### src/rtl/run_seq_pkg.sv
// run_seq_pkg: shared state encoding and default parameters for run_sequencer.
package run_seq_pkg;

  localparam int unsigned DW            = 8;
  localparam int unsigned DEF_AW        = 8;
  localparam int unsigned DEF_LOAD_BASE = 0;
  localparam int unsigned DEF_LOAD_LEN  = 64;
  localparam int unsigned DEF_OUT_BASE  = 64;
  localparam int unsigned DEF_OUT_LEN   = 32;
  localparam int unsigned DEF_TIMEOUT   = 4095;

  typedef enum logic [2:0] {
    IDLE   = 3'd0,
    LOAD   = 3'd1,
    LAUNCH = 3'd2,
    RUN    = 3'd3,
    UNLOAD = 3'd4
  } run_state_t;

  // Width of a beat index that can hold every value 0..2^aw inclusive.
  function automatic int unsigned idx_width(input int unsigned aw);
    return $clog2((32'd1 << aw) + 32'd1);
  endfunction

endpackage

### src/rtl/beat_counter.sv
// beat_counter: clearable beat index with a runtime terminal-count compare,
// shared by the load and unload phases.
module beat_counter
  import run_seq_pkg::*;
#(
  parameter int unsigned IW = idx_width(DEF_AW)
) (
  input  logic          clk,
  input  logic          reset,
  input  logic          clr,
  input  logic          inc,
  input  logic [IW-1:0] term,
  output logic [IW-1:0] count,
  output logic          last_c
);

  // Index register: clear wins over increment.
  always_ff @(posedge clk or negedge reset) begin
    if (!reset) begin
      count <= '0;
    end else if (clr) begin
      count <= '0;
    end else if (inc) begin
      count <= count + IW'(1);
    end
  end

  assign last_c = (count == term);

endmodule

### src/rtl/run_sequencer.sv
// run_sequencer: streams an image into data memory, launches the core, waits
// for done under a watchdog, then streams the result window back out.
module run_sequencer
  import run_seq_pkg::*;
#(
  parameter int unsigned AW        = DEF_AW,
  parameter int unsigned LOAD_BASE = DEF_LOAD_BASE,
  parameter int unsigned LOAD_LEN  = DEF_LOAD_LEN,
  parameter int unsigned OUT_BASE  = DEF_OUT_BASE,
  parameter int unsigned OUT_LEN   = DEF_OUT_LEN,
  parameter int unsigned TIMEOUT   = DEF_TIMEOUT
) (
  input  logic          clk,
  input  logic          reset,
  input  logic          start,
  input  logic          s_valid,
  output logic          s_ready,
  input  logic [DW-1:0] s_data,
  output logic          m_valid,
  input  logic          m_ready,
  output logic [DW-1:0] m_data,
  output logic          mem_wr_en,
  output logic [AW-1:0] mem_addr,
  output logic [DW-1:0] mem_wr_dat,
  input  logic [DW-1:0] mem_rd_dat,
  output logic          core_req,
  input  logic          core_done,
  output logic          busy,
  output logic          fin,
  output logic          timeout_err
);

  localparam int unsigned IW = idx_width(AW);
  localparam int unsigned CW = $clog2(TIMEOUT + 1);

  localparam logic [AW-1:0] LOAD_BASE_A = AW'(LOAD_BASE);
  localparam logic [AW-1:0] OUT_BASE_A  = AW'(OUT_BASE);
  localparam logic [IW-1:0] LOAD_TERM   = IW'(LOAD_LEN - 1);
  localparam logic [IW-1:0] OUT_TERM    = IW'(OUT_LEN - 1);
  localparam logic [CW-1:0] WD_LAST     = CW'(TIMEOUT - 1);

  run_state_t    state;
  logic [CW-1:0] wd_cnt;
  logic [IW-1:0] idx;
  logic [IW-1:0] idx_term;
  logic          idx_clr;
  logic          idx_inc;
  logic          idx_last;

  // s_ready and m_valid are exact registered flags for LOAD and UNLOAD, so
  // they double as phase selects for the beat counter and the memory port.
  assign idx_inc  = (s_ready & s_valid) | (m_valid & m_ready);
  assign idx_clr  = ~(s_ready | m_valid);
  assign idx_term = s_ready ? LOAD_TERM : OUT_TERM;

  beat_counter #(
    .IW(IW)
  ) u_idx (
    .clk    (clk),
    .reset  (reset),
    .clr    (idx_clr),
    .inc    (idx_inc),
    .term   (idx_term),
    .count  (idx),
    .last_c (idx_last)
  );

  // Memory port: writes land on the accepting beat; reads are combinational.
  assign mem_wr_en  = s_ready & s_valid;
  assign mem_wr_dat = s_ready ? s_data : '0;
  assign m_data     = m_valid ? mem_rd_dat : '0;

  // Address mux: wraps mod 2^AW, zero outside LOAD/UNLOAD.
  always_comb begin
    mem_addr = '0;
    if (s_ready) begin
      mem_addr = LOAD_BASE_A + AW'(idx);
    end else if (m_valid) begin
      mem_addr = OUT_BASE_A + AW'(idx);
    end
  end

  // Sequencer FSM with registered handshake/status outputs and inline watchdog.
  always_ff @(posedge clk or negedge reset) begin
    if (!reset) begin
      state       <= IDLE;
      wd_cnt      <= '0;
      s_ready     <= 1'b0;
      m_valid     <= 1'b0;
      core_req    <= 1'b0;
      busy        <= 1'b0;
      fin         <= 1'b0;
      timeout_err <= 1'b0;
    end else begin
      core_req <= 1'b0;
      fin      <= 1'b0;
      case (state)
        IDLE: begin
          if (start) begin
            state       <= LOAD;
            s_ready     <= 1'b1;
            busy        <= 1'b1;
            timeout_err <= 1'b0;
          end
        end
        LOAD: begin
          if (s_valid && idx_last) begin
            state    <= LAUNCH;
            s_ready  <= 1'b0;
            core_req <= 1'b1;
          end
        end
        LAUNCH: begin
          state  <= RUN;
          wd_cnt <= '0;
        end
        RUN: begin
          if (core_done) begin
            state   <= UNLOAD;
            m_valid <= 1'b1;
          end else if (wd_cnt == WD_LAST) begin
            state       <= IDLE;
            busy        <= 1'b0;
            fin         <= 1'b1;
            timeout_err <= 1'b1;
          end else begin
            wd_cnt <= wd_cnt + CW'(1);
          end
        end
        UNLOAD: begin
          if (m_ready && idx_last) begin
            state   <= IDLE;
            m_valid <= 1'b0;
            busy    <= 1'b0;
            fin     <= 1'b1;
          end
        end
        default: begin
          state   <= IDLE;
          s_ready <= 1'b0;
          m_valid <= 1'b0;
          busy    <= 1'b0;
        end
      endcase
    end
  end

endmodule

### config.mk
export PLATFORM = sky130hd
export DESIGN_NAME = run_sequencer
export DESIGN_NICKNAME = d
export VERILOG_FILES = /design/src/rtl/run_seq_pkg.sv /design/src/rtl/beat_counter.sv /design/src/rtl/run_sequencer.sv
export SDC_FILE = /design/constraint.sdc
export NUM_CORES = 1
export LEC_CHECK = 0
export CAP_MARGIN = 10
export CORE_UTILIZATION = 35
export CTS_BUF_LIST = sky130_fd_sc_hd__clkbuf_16
export CTS_CLUSTER_SIZE = 14
export DETAILED_ROUTE_END_ITERATION = 10
export PLACE_DENSITY = 0.7
export SYNTH_ARGS = -nofsm -noshare
export SYNTH_HDL_FRONTEND = slang
export SYNTH_SLANG_ARGS = --single-unit
export TNS_END_PERCENT = 30
### constraint.sdc
create_clock -name clk -period 3.8 [get_ports clk]
set_input_delay 0.76 -clock clk [delete_from_list [all_inputs] [get_ports clk]]
set_output_delay 0.76 -clock clk [all_outputs]
set_load 0.01 [all_outputs]
==> results by group, run 1 <==
Synth
  • Most instantiated library cell after synthesis: dfrtp_1
  • Net Count, Synth: 228
  • Synth top area share: 40.5%
  • Synth warn: 0
  • Post-synthesis sequential area ratio: 40.5%
  • Synth area leader: dfrtp_1
  • Cell Area, Synth: 1850 um2
  • Synth top area cells: dfrtp_1, and2_1, ha_1
  • Post-synth top flop: dfrtp_1
  • Synth Register Bits: 30
  • Post-synth EDFFs: 0
  • Synthesized area per cell: 9.23 um2
  • Synth top cells by count: dfrtp_1, and2_1, nand2_1
  • Ys async rst share: 100%
  • Synth cell types: 46
  • Synth Instances: about 200

Worst setup path
  • Crit path capture type: output port
  • Reg-to-reg startpoint: s_ready
  • Worst Path Required: 3.04 ns
  • Slowest cell delay on critical path: 0.54 ns
  • CP most frequent cell: clkdlybuf4s50_1
  • Startpoint types: input port
  • Crit-path cells: clkdlybuf4s50_1, and2_1, clkdlybuf4s50_1
  • Crit Path Max Fanout: 5
  • CP bufs+invs: 2
  • Slowest cell on the critical path: clkdlybuf4s50_1
  • Crit Path Category: in -> out
  • Critical Path AT: 1.98 ns
  • Family with the most delay on the worst path: buffers and inverters
  • Crit. Startpoint: s_valid

STA
  • Sum Neg Setup Slack: 0 ns
  • Hold Fails Final Rpt: 0
  • Tmin final: ~2.7 ns
  • Slew headroom: around 58%
  • Slew @ Worst Pin: about 0.63 ns
  • Final Cycle Share: 72.1%
  • # setup viols final: 0
  • Clock skew: 0.00423 ns
  • Fin worst setup slack: 1.06 ns
  • RSZ-0062 raised after global routing: no
  • Max Freq: around 0.37 GHz
  • Final-report max-slew violation count: 0

Final layout
  • Share of layout cells above drive strength 1: 6.72%
  • Layout Nets: roughly 280
  • Antenna diodes: 0
  • Area Growth Syn to Fin: 38.4%
  • Fillers: 500
  • Cell Count, Final, Fillers Out: 323
  • Design Area, Final: 2570 um2

Clock network
  • Clk buf depth: 2
  • Root buf cell: clkbuf_16
  • Setup Buffers After CTS: 0
  • CTS tree: done
  • CTS H-Tree Depth: 2
  • Cts bufs inserted: 5
  • Cts hold-fix bufs: 0
  • Clock tree sinks: 30
  • Worst-Skew Late Latency: 0.27 ns
  • CTS resizes: 0
  • Clk slew on worst S/H paths: 0.05 ns

Detailed routing
  • WL/cell: 13.3 um
  • Via count: 1604
  • Final ANT Viol Nets: 0
  • DRT iter0 DRCs: 51
  • Pre-antenna DRT Iters: 4
  • Avg Vias per Cell: 4.97
  • DRC: 0
  • DRT Wirelength: 4290 um

Power and ir drop
  • Pint: slightly below 0.0009 W
  • Clock share of power: 27.4%
  • P_leak: 1.03 nW
  • Switching Fraction: 32.8%
  • Switch Pwr: ~0.00044 W
  • Max IR drop VDD: between 0.0003 and 0.0004 V
  • Seq pwr share: 36.9%
  • Combinational share of power: ~36%
  • Pwr/cell area: between 500 and 600 nW/um2

Global routing
  • First-pass GRT wire length: 7390 um
  • Vias in the first global route: 1568
  • Overall routing resource usage: 17.2%
  • Largest net degree at the start of global routing: 31
  • Total grt overflow: 0
  • Initial antenna violation count: 0

Run
  • Max Cap Viol: 0

Placement
  • Post-DP HPWL: 3030 um
  • GP Congestion: ~0.82
  • Post-DP Area: roughly 2400 um2
  • Dpl ws: 1.06 ns
  • Port bufs: 52
  • Dpl cells: 315

Floorplan
  • FP Rows: 26
  • Core area: between 5000 and 6000 um2
  • Die X: 74.8 um
  • Starting Density: approximately 36%
  • Io pins: 53
  • Die height: approximately 75 um
  • Die area: 5590 um2

Outcome
  • Status: complete, no violations

Worst hold path
  • Hold Path Class: reg -> reg
  • Min-delay src: wd_cnt[10]
registers in the layout (all words and copies together) (netlist names):
register / cells
wd_cnt: 12
u_idx.count: 9
state: 3
busy: 1
core_req: 1
fin: 1
m_valid: 1
s_ready: 1
timeout_err: 1
power by group through the flow:
stage	registers (W)	clock network, W	logic [W]
floorplan	0.000454	0	0.000275
global placement	0.000494	0	0.000467
detailed placement	0.000493	0	0.000475
CTS	0.000492	0.000379	0.000481
global route	0.000505	0.000390	0.000527
finish	0.000491	0.000365	0.000476
cell families (layout without fill, tap and decap cells):
family	count (synthesis)	in the layout	share of synthesized area [%]
simple gates	100	100	33.7
compound gates	38	38	13.2
flops	30	30	40.5
buf+inv	18	70	4.45
xor+xnor	9	9	4.25
fa+ha+maj	5	5	3.37
mux	1	1	0.540
layout make-up:
type | instances | area (um2) | area share [%]
Multi-Input combinational cell | 153 | 1020 | 39.8
Sequential cell | 30 | 751 | 29.3
Timing Repair Buffer | 55 | 543 | 21.2
Clock buffer | 5 | 125 | 4.88
Tap cell | 70 | 87.6 | 3.41
Inverter | 7 | 26.3 | 1.02
Clock inverter | 3 | 12.5 | 0.488
stage by stage:
| stage | power, W | hold WS, ns | util, % |
|---|---|---|---|
| finish | 0.00133 | 0.511 | 50.2 |
| global route | 0.00142 | 0.543 | 50.2 |
| CTS | 0.00135 | 0.514 | 50.2 |
| detailed placement | 0.000968 | 0.503 | 47.6 |
| global placement | 0.000961 | 0.496 | 47.6 |
| floorplan | 0.000729 | 0.464 | - |
metal layers:
metal | global-route usage [%] | share of wire (%) | vias to the layer above
li1 | - | - | 823
met1 | 23.2 | 49 | 752
met2 | 27.9 | 47 | 25
met3 | 4.02 | 3.5 | 4
met4 | 4.40 | 0.89 | 0
met5 | 0 | 0 | -
final timing paths:
| kind | slack [ns] | cells after the start | endpoint |
|---|---|---|---|
| min in group asynchronous | 0.88 | 2 | state[2] |
| worst min-delay path | 0.51 | 1 | wd_cnt[10] |
| worst max-delay path | 1.06 | 3 | mem_wr_en |
| max in group asynchronous | 2.64 | 2 | wd_cnt[5] |
| worst max register to register | 1.83 | 4 | busy |
| worst min register to register | 0.51 | 1 | wd_cnt[10] |
placed cells by master (no fill, tap or decap), types with 5 or more instances in the layout:
master,instances
dfrtp_1,30
ha_1,5
nand4_1,6
clkdlybuf4s50_1,52
nand3_1,8
inv_1,8
o21ai_0,11
nand2_1,14
a21oi_1,10
nor2_1,12
and2_1,18
clkbuf_16,5
nor2b_1,8
or3_1,7
xor2_1,5
Power figures use the tool's default switching activity.
==> inputs of run 2 (changes only) <==
==> constraint.sdc (replaced) <==
create_clock -name clk -period 2.6 [get_ports clk]
set_input_delay 0.52 -clock clk [delete_from_list [all_inputs] [get_ports clk]]
set_output_delay 0.52 -clock clk [all_outputs]
set_load 0.01 [all_outputs]
==> results by group, run 2 (synthesis gave the netlist of run 1 again) <==
STA
  • Fin worst setup slack: 0.230 ns
  • Tmin final: 2.37 ns
  • # setup viols final: 0
  • Hold Fails Final Rpt: 0
  • Final-report max-slew violation count: 0
  • Final Cycle Share: 91.2%
  • Max Freq: 0.422 GHz
  • Sum Neg Setup Slack: 0 ns
  • Clock skew: approximately 0.0028 ns
  • Slew @ Worst Pin: 0.395 ns
  • Slew headroom: ~73%
  • RSZ-0062 raised after global routing: no

Global routing
  • Overall routing resource usage: 18.7%
  • M2 GR Usage: 30.8%
  • Global routing's busiest layer: met2
  • Initial antenna violation count: 0
  • Met3 GRT Util: between 4 and 5%
  • First-pass GRT wire length: about 8000 um
  • Met1 GRT Util: 24.7%
  • Vias in the first global route: roughly 1700
  • Total grt overflow: 0
  • Largest net degree at the start of global routing: 31

Detailed routing
  • WL/cell: 13.8 um
  • Pre-antenna DRT Iters: 4
  • Via count: 1657
  • DRC: 0
  • Final ANT Viol Nets: 0
  • Avg Vias per Cell: 5.08
  • DRT Wirelength: between 4000 and 5000 um
  • DRT iter0 DRCs: around 120

Worst setup path
  • Worst Path Required: 2.08 ns
  • Startpoint types: flop
  • Slowest cell delay on critical path: approximately 0.56 ns
  • Crit-path cells: inv_1, ha_1, inv_1, o21ai_0, clkdlybuf4s50_1
  • Crit Path Max Fanout: 5
  • Crit path capture type: output port
  • Crit Path Category: reg -> out
  • CP most frequent cell: inv_1
  • Slowest cell on the critical path: clkdlybuf4s50_1
  • Critical Path AT: 1.85 ns

Clock network
  • Worst-Skew Late Latency: around 0.27 ns
  • CTS tree: done
  • CTS resizes: 0
  • Setup Buffers After CTS: 0
  • Cts hold-fix bufs: 0
  • CTS H-Tree Depth: 2
  • Cts bufs inserted: 5
  • Root buf cell: clkbuf_16
  • Clock tree sinks: 30
  • Clk slew on worst S/H paths: 0.05 ns
  • Clk buf depth: 2

Final layout
  • Area Growth Syn to Fin: 39.9%
  • Most frequent cells in the layout: clkdlybuf4s50_1, dfrtp_1, and2_1
  • Most flop-heavy register: wd_cnt
  • Biggest regs: wd_cnt: 12 flops, u_idx.count: 9 flops, state: 3 flops
  • Share of layout cells above drive strength 1: 8.20%
  • Antenna diodes: 0
  • Largest register FFs: 12
  • Fillers: between 400 and 500
  • Most common cell after layout, fill and taps aside: clkdlybuf4s50_1
  • Layout Nets: 284

Floorplan
  • Starting Density: 36.3%
  • FP Rows: 26
  • Die height: 74.8 um
  • Die area: 5590 um2
  • Die X: 74.8 um
  • Core area: 5110 um2
  • Io pins: 53

Placement
  • Port bufs: 52
  • Post-DP HPWL: between 3000 and 4000 um
  • GP Congestion: 0.816
  • Dpl ws: 0.252 ns

Power and ir drop
  • Power, Total: between 0.0015 and 0.002 W
  • Pwr/cell area: approximately 750 nW/um2
  • Clock share of power: roughly 27%
  • Seq pwr share: 36.1%
  • Switching Fraction: 32.8%
  • Switch Pwr: 0.000640 W
  • P_leak: 1.05 nW
  • Pint: 0.00131 W
  • Max IR drop VDD: ~0.00051 V
  • Combinational share of power: 37.0%

Outcome
  • Status: complete, no violations

Run
  • Max Cap Viol: 0

Worst hold path
  • Hold Path Class: reg -> reg
==> run 2: cell count changes in the layout (fill, tap and decap cells not counted) <==
| cell | before | now |
|---|---|---|
| inv_1 | 8 | 7 |
| clkinv_2 | 1 | 0 |
| buf_4 | 3 | 8 |
==> run 2: routing by layer <==
metal	wire length, um	part of all wire [%]
met5	0	0
met4	44	0.97
met3	192	4.3
met2	2180	48
met1	2100	47
==> run 2: critical path: cells and delay by family, from the launching register on <==
| kind | cells | cell delay [ns] |
|---|---|---|
| AOI/OAI and AO/OA | 1 | 0.16 |
| adders and majority gates | 1 | 0.29 |
| buffers and inverters | 3 | 0.69 |
| DFF | 1 | 0.44 |
==> run 2: final cells by class <==
cell class	count	area [um2]	area share (%)
multi-input cells	153	1020	39.3
flip-flops and latches	30	751	28.9
well taps	70	87.6	3.38
clock inverters	1	3.75	0.145
repair buffers	60	581	22.4
clock buffers	5	125	4.82
inverters	7	26.3	1.01
==> run 2: power by group through the flow <==
| stage | Combinational [W] | Clock, W | Sequential (W) |
|---|---|---|---|
| floorplan | 0.000402 | 0 | 0.000664 |
| global placement | 0.000707 | 0 | 0.000707 |
| detailed placement | 0.000722 | 0 | 0.000707 |
| CTS | 0.000731 | 0.000543 | 0.000703 |
| global route | 0.000800 | 0.000567 | 0.000722 |
| finish | 0.000722 | 0.000527 | 0.000705 |
==> run 2: path summary, 6_finish.rpt <==
check | from | to | slack [ns] | cells past startpoint
min reg2reg | busy | busy | 0.51 | 1
max reg2reg | state[2] | wd_cnt[11] | 0.72 | 4
min in group asynchronous | reset | wd_cnt[2] | 0.64 | 2
min | busy | busy | 0.51 | 1
max in group asynchronous | reset | wd_cnt[4] | 1.68 | 2
max | u_idx.count[6] | mem_addr[7] | 0.23 | 5
==> run 2: through the flow <==
step                utilization (%)  cells  cell area (um2)  hold WS [ns]
global route                   50.8    326             2590         0.536
CTS                            50.8    326             2590         0.515
global placement               48.3    320             2470         0.503
floorplan                         -    201             1850         0.224
finish                         50.8    326             2590         0.510
detailed placement             48.3    320             2470         0.501
==> edit 1, RTL diff (config.mk and constraints of run 2) <==
Set the package constant `DW` to 12 (it was 8).
--- a/src/rtl/run_seq_pkg.sv
+++ b/src/rtl/run_seq_pkg.sv
@@ -1,7 +1,7 @@
 // run_seq_pkg: shared state encoding and default parameters for run_sequencer.
 package run_seq_pkg;
 
-  localparam int unsigned DW            = 8;
+  localparam int unsigned DW            = 12;
   localparam int unsigned DEF_AW        = 8;
   localparam int unsigned DEF_LOAD_BASE = 0;
   localparam int unsigned DEF_LOAD_LEN  = 64;
Ports: changed (resized m_data, mem_rd_dat, mem_wr_dat and s_data); port bits go from 53 to 69. No check against the original RTL was run, so the function may have changed too.
==> edit 1 against run 2 <==
Non-clock buffer count grew 13; setup slack gained 0.042 ns; clock skew grew 0.0016 ns; sequential cell count is the same; sequential power shrank 7.8%; cell area grew 7.7%; total power grew 9.5%; cell count grew 7.1%; routed wire length grew 5.3%; global-route usage shrank 0.53 points; count of clock-buffer cells in the layout is the same; synthesized cell count grew 3.5%; area after synthesis grew 2.0%; largest cell class unchanged; highest routed layer unchanged.
==> edit 1: results (changes against run 2) <==
- Int Pwr: 1400 uW (+6.9%)
- Leak pwr: 0.00113 uW (+8.0%)
- Routed wl met3: 269 um (+40%)
- Compound-Gate Fraction of Synth Area: 18.2% (+5.0 points)
- Area after DPL: 2650 sq um (+7.6%)
- Slew @ Worst Pin: 0.662 ns (+0.268 ns)
- Worst ir drop on vdd: 0.389 mV (-24%)
- Initial DRT Pass Iterations: 4 (unchanged)
- Largest cells by area after synthesis: dfrtp_1 40%, and2_1 11%, nor2_1 3.4%
- Nets: 313 (+10%)
- Post-Synthesis Net Count: 243 (+6.6%)
- Detailed Route WL: 4.76 mm (+5.3%)
- Mean Syn Cell Area: 9.10 sq um (-1.4%)
- Crit path time final: 2.33 ns (-0.0416 ns)
- R2R Setup Slk: 0.76 ns (+0.04 ns)
- Layout filler cell count: 449 (-9.8%)
- Reg2reg path depth: 6 (+2)
- Post-Synth XOR/XNOR Area: 3.70% (-0.55 points)
- DR iter-0 viols: 116 (-1.7%)
- Clock network power: 543 uW (+3%)
- Top cells by count, synth: 32 x and2_1, 30 x dfrtp_1, 17 x nor2_1
- Status: completed
- RR Endpoint: wd_cnt[3]$_DFFE_PN0P_
- Fin area: 2790 sq um (+7.7%)
- WL met2: 2.29 mm (+5.1%)
- Ant. Diodes: 0 (unchanged)
- Met1 WL: 2.17 mm (+3.0%)
- Clock skew: 0.00443 ns (+0.00163 ns)
- Met3 usage: 4.76% (+0.21 points)
- Input/output buffers: 68 (+31%)
- Sequential cell power: 650 uW (-7.8%)
- Global-route wire length before repair: 7.73 mm (-3.0%)
- Pre-CTS setup slack: 0.330 ns (+0.0778 ns)
- Mux cell area share after synthesis: 0% (-0.54 points)
- Worst R2R Start: wd_cnt[0]$_DFFE_PN0P_
- WL/cell: 13.6 um (-1.6%)
- Placed cell count: 341 (+6.6%)
- Crit path arrival time: 1.81 ns (-0.04 ns)
- Yosys cell types: 45 (-2.2%)
- Clock power frac: 25.4% (-1.6 points)
- Sequential fraction of the synthesis area: 39.7% (-0.80 points)
- Met1 usage: 24.2% (-0.49 points)
- Routability Congestion: 0.787 (-3.6%)
- Vias: 1803 (+8.8%)
- Share of cells above drive strength 1: 8.24% (+0.041 points)
- M2 GR Usage: 29.1% (-1.8 points)
- Final HPWL DP: 3.56 mm (+9.6%)
- Total track usage: 18.1% (-0.53 points)
- Hold Crit Depth: 1 (unchanged)
-- edit 1: worst min path at each step --
| stage | start | end | slack, ns |
|---|---|---|---|
| 2_1_floorplan | reset | busy$_DFFE_PN0P_ | 0.22 |
| 3_5_place_dp | timeout_err$_DFFE_PN0P_ | timeout_err$_DFFE_PN0P_ | 0.50 |
| 4_1_cts | timeout_err$_DFFE_PN0P_ | timeout_err$_DFFE_PN0P_ | 0.51 |
| 5_1_grt | timeout_err$_DFFE_PN0P_ | timeout_err$_DFFE_PN0P_ | 0.53 |
| 6_report | timeout_err$_DFFE_PN0P_ | timeout_err$_DFFE_PN0P_ | 0.50 |
| 3_3_place_gp | timeout_err$_DFFE_PN0P_ | timeout_err$_DFFE_PN0P_ | 0.48 |
-- edit 1: area by class of cell --
cell class,count,share of cell area (%)
clock buffer,5,4.48
clock inverter,3,0.582
inverter,11,1.48
multi-input combinational,157,37.8
sequential,30,26.9
tap,70,3.13
timing repair buffer,73,25.7
==> edit 2, RTL diff (settings of run 2) <==
Without the edit above. The 5 states of `run_state_t` get a one-hot encoding in 5 bits.
--- a/src/rtl/run_seq_pkg.sv
+++ b/src/rtl/run_seq_pkg.sv
@@ -9,12 +9,12 @@
   localparam int unsigned DEF_OUT_LEN   = 32;
   localparam int unsigned DEF_TIMEOUT   = 4095;
 
-  typedef enum logic [2:0] {
-    IDLE   = 3'd0,
-    LOAD   = 3'd1,
-    LAUNCH = 3'd2,
-    RUN    = 3'd3,
-    UNLOAD = 3'd4
+  typedef enum logic [4:0] {
+    IDLE   = 5'b00001,
+    LOAD   = 5'b00010,
+    LAUNCH = 5'b00100,
+    RUN    = 5'b01000,
+    UNLOAD = 5'b10000
   } run_state_t;
 
   // Width of a beat index that can hold every value 0..2^aw inclusive.
Behaviour: no difference found for any inputs over 10 cycles, from zero or initial values and one cycle with reset low; not proved beyond that.
==> edit 2 against run 2 <==
Combinational power increased by 10%; non-clock buffer count decreased by 4; cell area increased by 3.0%; critical path depth unchanged; die area increased by 4.5%; routed wire length increased by 0.49%; sequential cell count increased by 2; total power increased by 5.8%; area after synthesis increased by 4.7%; clock skew increased by 0.0012 ns; setup slack improved by 0.033 ns; critical endpoint unchanged.
==> edit 2: results (changes against run 2) <==
- Status: completed
- Vias in the first global route: 1610 (-3.6%)
- CP Max Fanout: 6 (+1)
- WHS Endpoint: wd_cnt[10]$_DFFE_PN0P_
- Initial DRT Pass Iterations: 4 (unchanged)
- Worst R2R Start: u_idx.count[0]$_DFFE_PN0P_
- Worst ir drop on vdd: 0.324 mV (-36%)
- Routed vias/inst: 4.93 (-3.1%)
- Synthesis Warnings: 0 (unchanged)
- Resize count post-CTS: 0 (unchanged)
- CTS Root Cell: clkbuf_16
- Clk_lat worst skew: 0.28 ns
- Placed cell count: 327 (+2.2%)
- Slowest CP cell: clkdlybuf4s50_1
- Largest net degree at the start of global routing: 33 (+6.5%)
- Leak pwr: 0.00114 uW (+9.2%)
- Post-Synthesis Net Count: 236 (+3.5%)
- Yosys cell types: 43 (-6.5%)
- CTS Buf Count: 5 (unchanged)
- Async S/R FF share, synth: 100% (unchanged)
- WL/cell: 13.5 um (-2.2%)
- Layout filler cell count: 480 (-3.6%)
- Worst hold slack: 0.476 ns (-0.0339 ns)
- Min-delay src: wd_cnt[10]$_DFFE_PN0P_
- Ant. Diodes: 0 (unchanged)
- Largest cells by area after synthesis: dfrtp_1 40%, and2_1 6.1%, nor2_1 4.4%
- Sequential fraction of the synthesis area: 41.3% (+0.84 points)
- DR iter-0 viols: 107 (-9.3%)
- Fin cells: 335 (+2.8%)
- Crit path arrival time: 1.82 ns (-0.03 ns)
- H-tree levels: 2 (unchanged)
- Global-route wire length before repair: 7.64 mm (-4.2%)
- Max incr delay on CP: 0.56 ns (about the same)
- Reg2reg path depth: 6 (+2)
- Clock skew: 0.00397 ns (+0.00117 ns)
- Top cells by count, synth: 31 x dfrtp_1, 23 x nor2_1, 20 x nand2_1
- Share of cells above drive strength 1: 9.06% (+0.85 points)
- Total track usage: 16.8% (-1.8 points)
- Input/output buffers: 52 (unchanged)
- RR Endpoint: s_ready$_DFFE_PN0P_
- Routability Congestion: 0.778 (-4.7%)
- Worst-path clk slew: 0.05 ns (about the same)
- HP Class: reg2reg
- Worst rel slew slack: 66.4% (-7.0 points)
- Nets: 291 (+2.5%)
- Post-synth top flop: dfrtp_1
- Hold Crit Depth: 1 (unchanged)
- Initial antenna violation count: 0 (unchanged)
- Setup bufs post-CTS: 0 (unchanged)
- Mean Syn Cell Area: 9.29 sq um (+0.65%)
- Max clock buf depth: 2 (unchanged)
- Final HPWL DP: 3.35 mm (+3.1%)
- R2R Setup Slk: 0.76 ns (+0.04 ns)
- Pre-CTS setup slack: 0.377 ns (+0.125 ns)
- Regs by FF count: wd_cnt: 12 flops, u_idx.count: 9 flops, state: 5 flops
## edit 2: kinds of logic after synthesis
group	synth area share (%)
AOI/OAI and AO/OA	11.2
xor gates and xnor gates	6.32
adders and majority gates	3.22
buffers and inverters	3.35
DFF	41.3
muxes	2.13
and+or+nand+nor	32.4
## edit 2: worst max path at each step
| stage | startpoint | to | slack (ns) | cells after the start |
|---|---|---|---|---|
| 2_1_floorplan | s_ready$_DFFE_PN0P_ | mem_addr[5] | 0.84 | 4 |
| 3_5_place_dp | s_valid | mem_wr_en | 0.38 | 3 |
| 5_1_grt | u_idx.count[6]$_DFFE_PN0P_ | mem_addr[7] | 0.15 | 5 |
| 3_3_place_gp | s_valid | mem_wr_en | 0.37 | 3 |
| 6_report | u_idx.count[6]$_DFFE_PN0P_ | mem_addr[7] | 0.26 | 5 |
| 4_1_cts | u_idx.count[6]$_DFFE_PN0P_ | mem_addr[7] | 0.25 | 5 |
## edit 2: layout make-up
cell class	instances	share of cell area, %
inverters	6	0.843
clock buffers	5	4.68
flip-flops and latches	32	30.0
well taps	70	3.28
clock inverters	3	0.421
repair buffers	56	20.6
multi-input cells	163	40.2
## edit 2: per-layer routing
metal | up-vias | global-route usage (%) | share of wire (%) | wire (um)
met5 | - | 0 | 0 | 0
met4 | 0 | 5.77 | 1.0 | 47
met3 | 4 | 4.79 | 2.5 | 113
met2 | 20 | 27.7 | 48 | 2170
met1 | 789 | 20.9 | 49 | 2200
li1 | 837 | - | - | -
## edit 2: worst max-delay path: cells and delay by family, from the launching register on
kind	cells	cell delay, ns
DFF	1	0.44
adders and majority gates	1	0.28
AOI/OAI and AO/OA	1	0.15
and+or+nand+nor	1	0.04
buffers and inverters	2	0.63
## edit 2: where the power goes
part	total [uW]	internal [uW]	switching, uW
combinational	794	390	403
sequential	727	599	127
clock	546	344	202
## edit 2: stage by stage
stage | area [sq um] | total power [uW]
global route | 2670 | 2210
detailed placement | 2540 | 1530
floorplan | 1940 | 1220
CTS | 2670 | 2080
finish | 2670 | 2070
global placement | 2540 | 1510
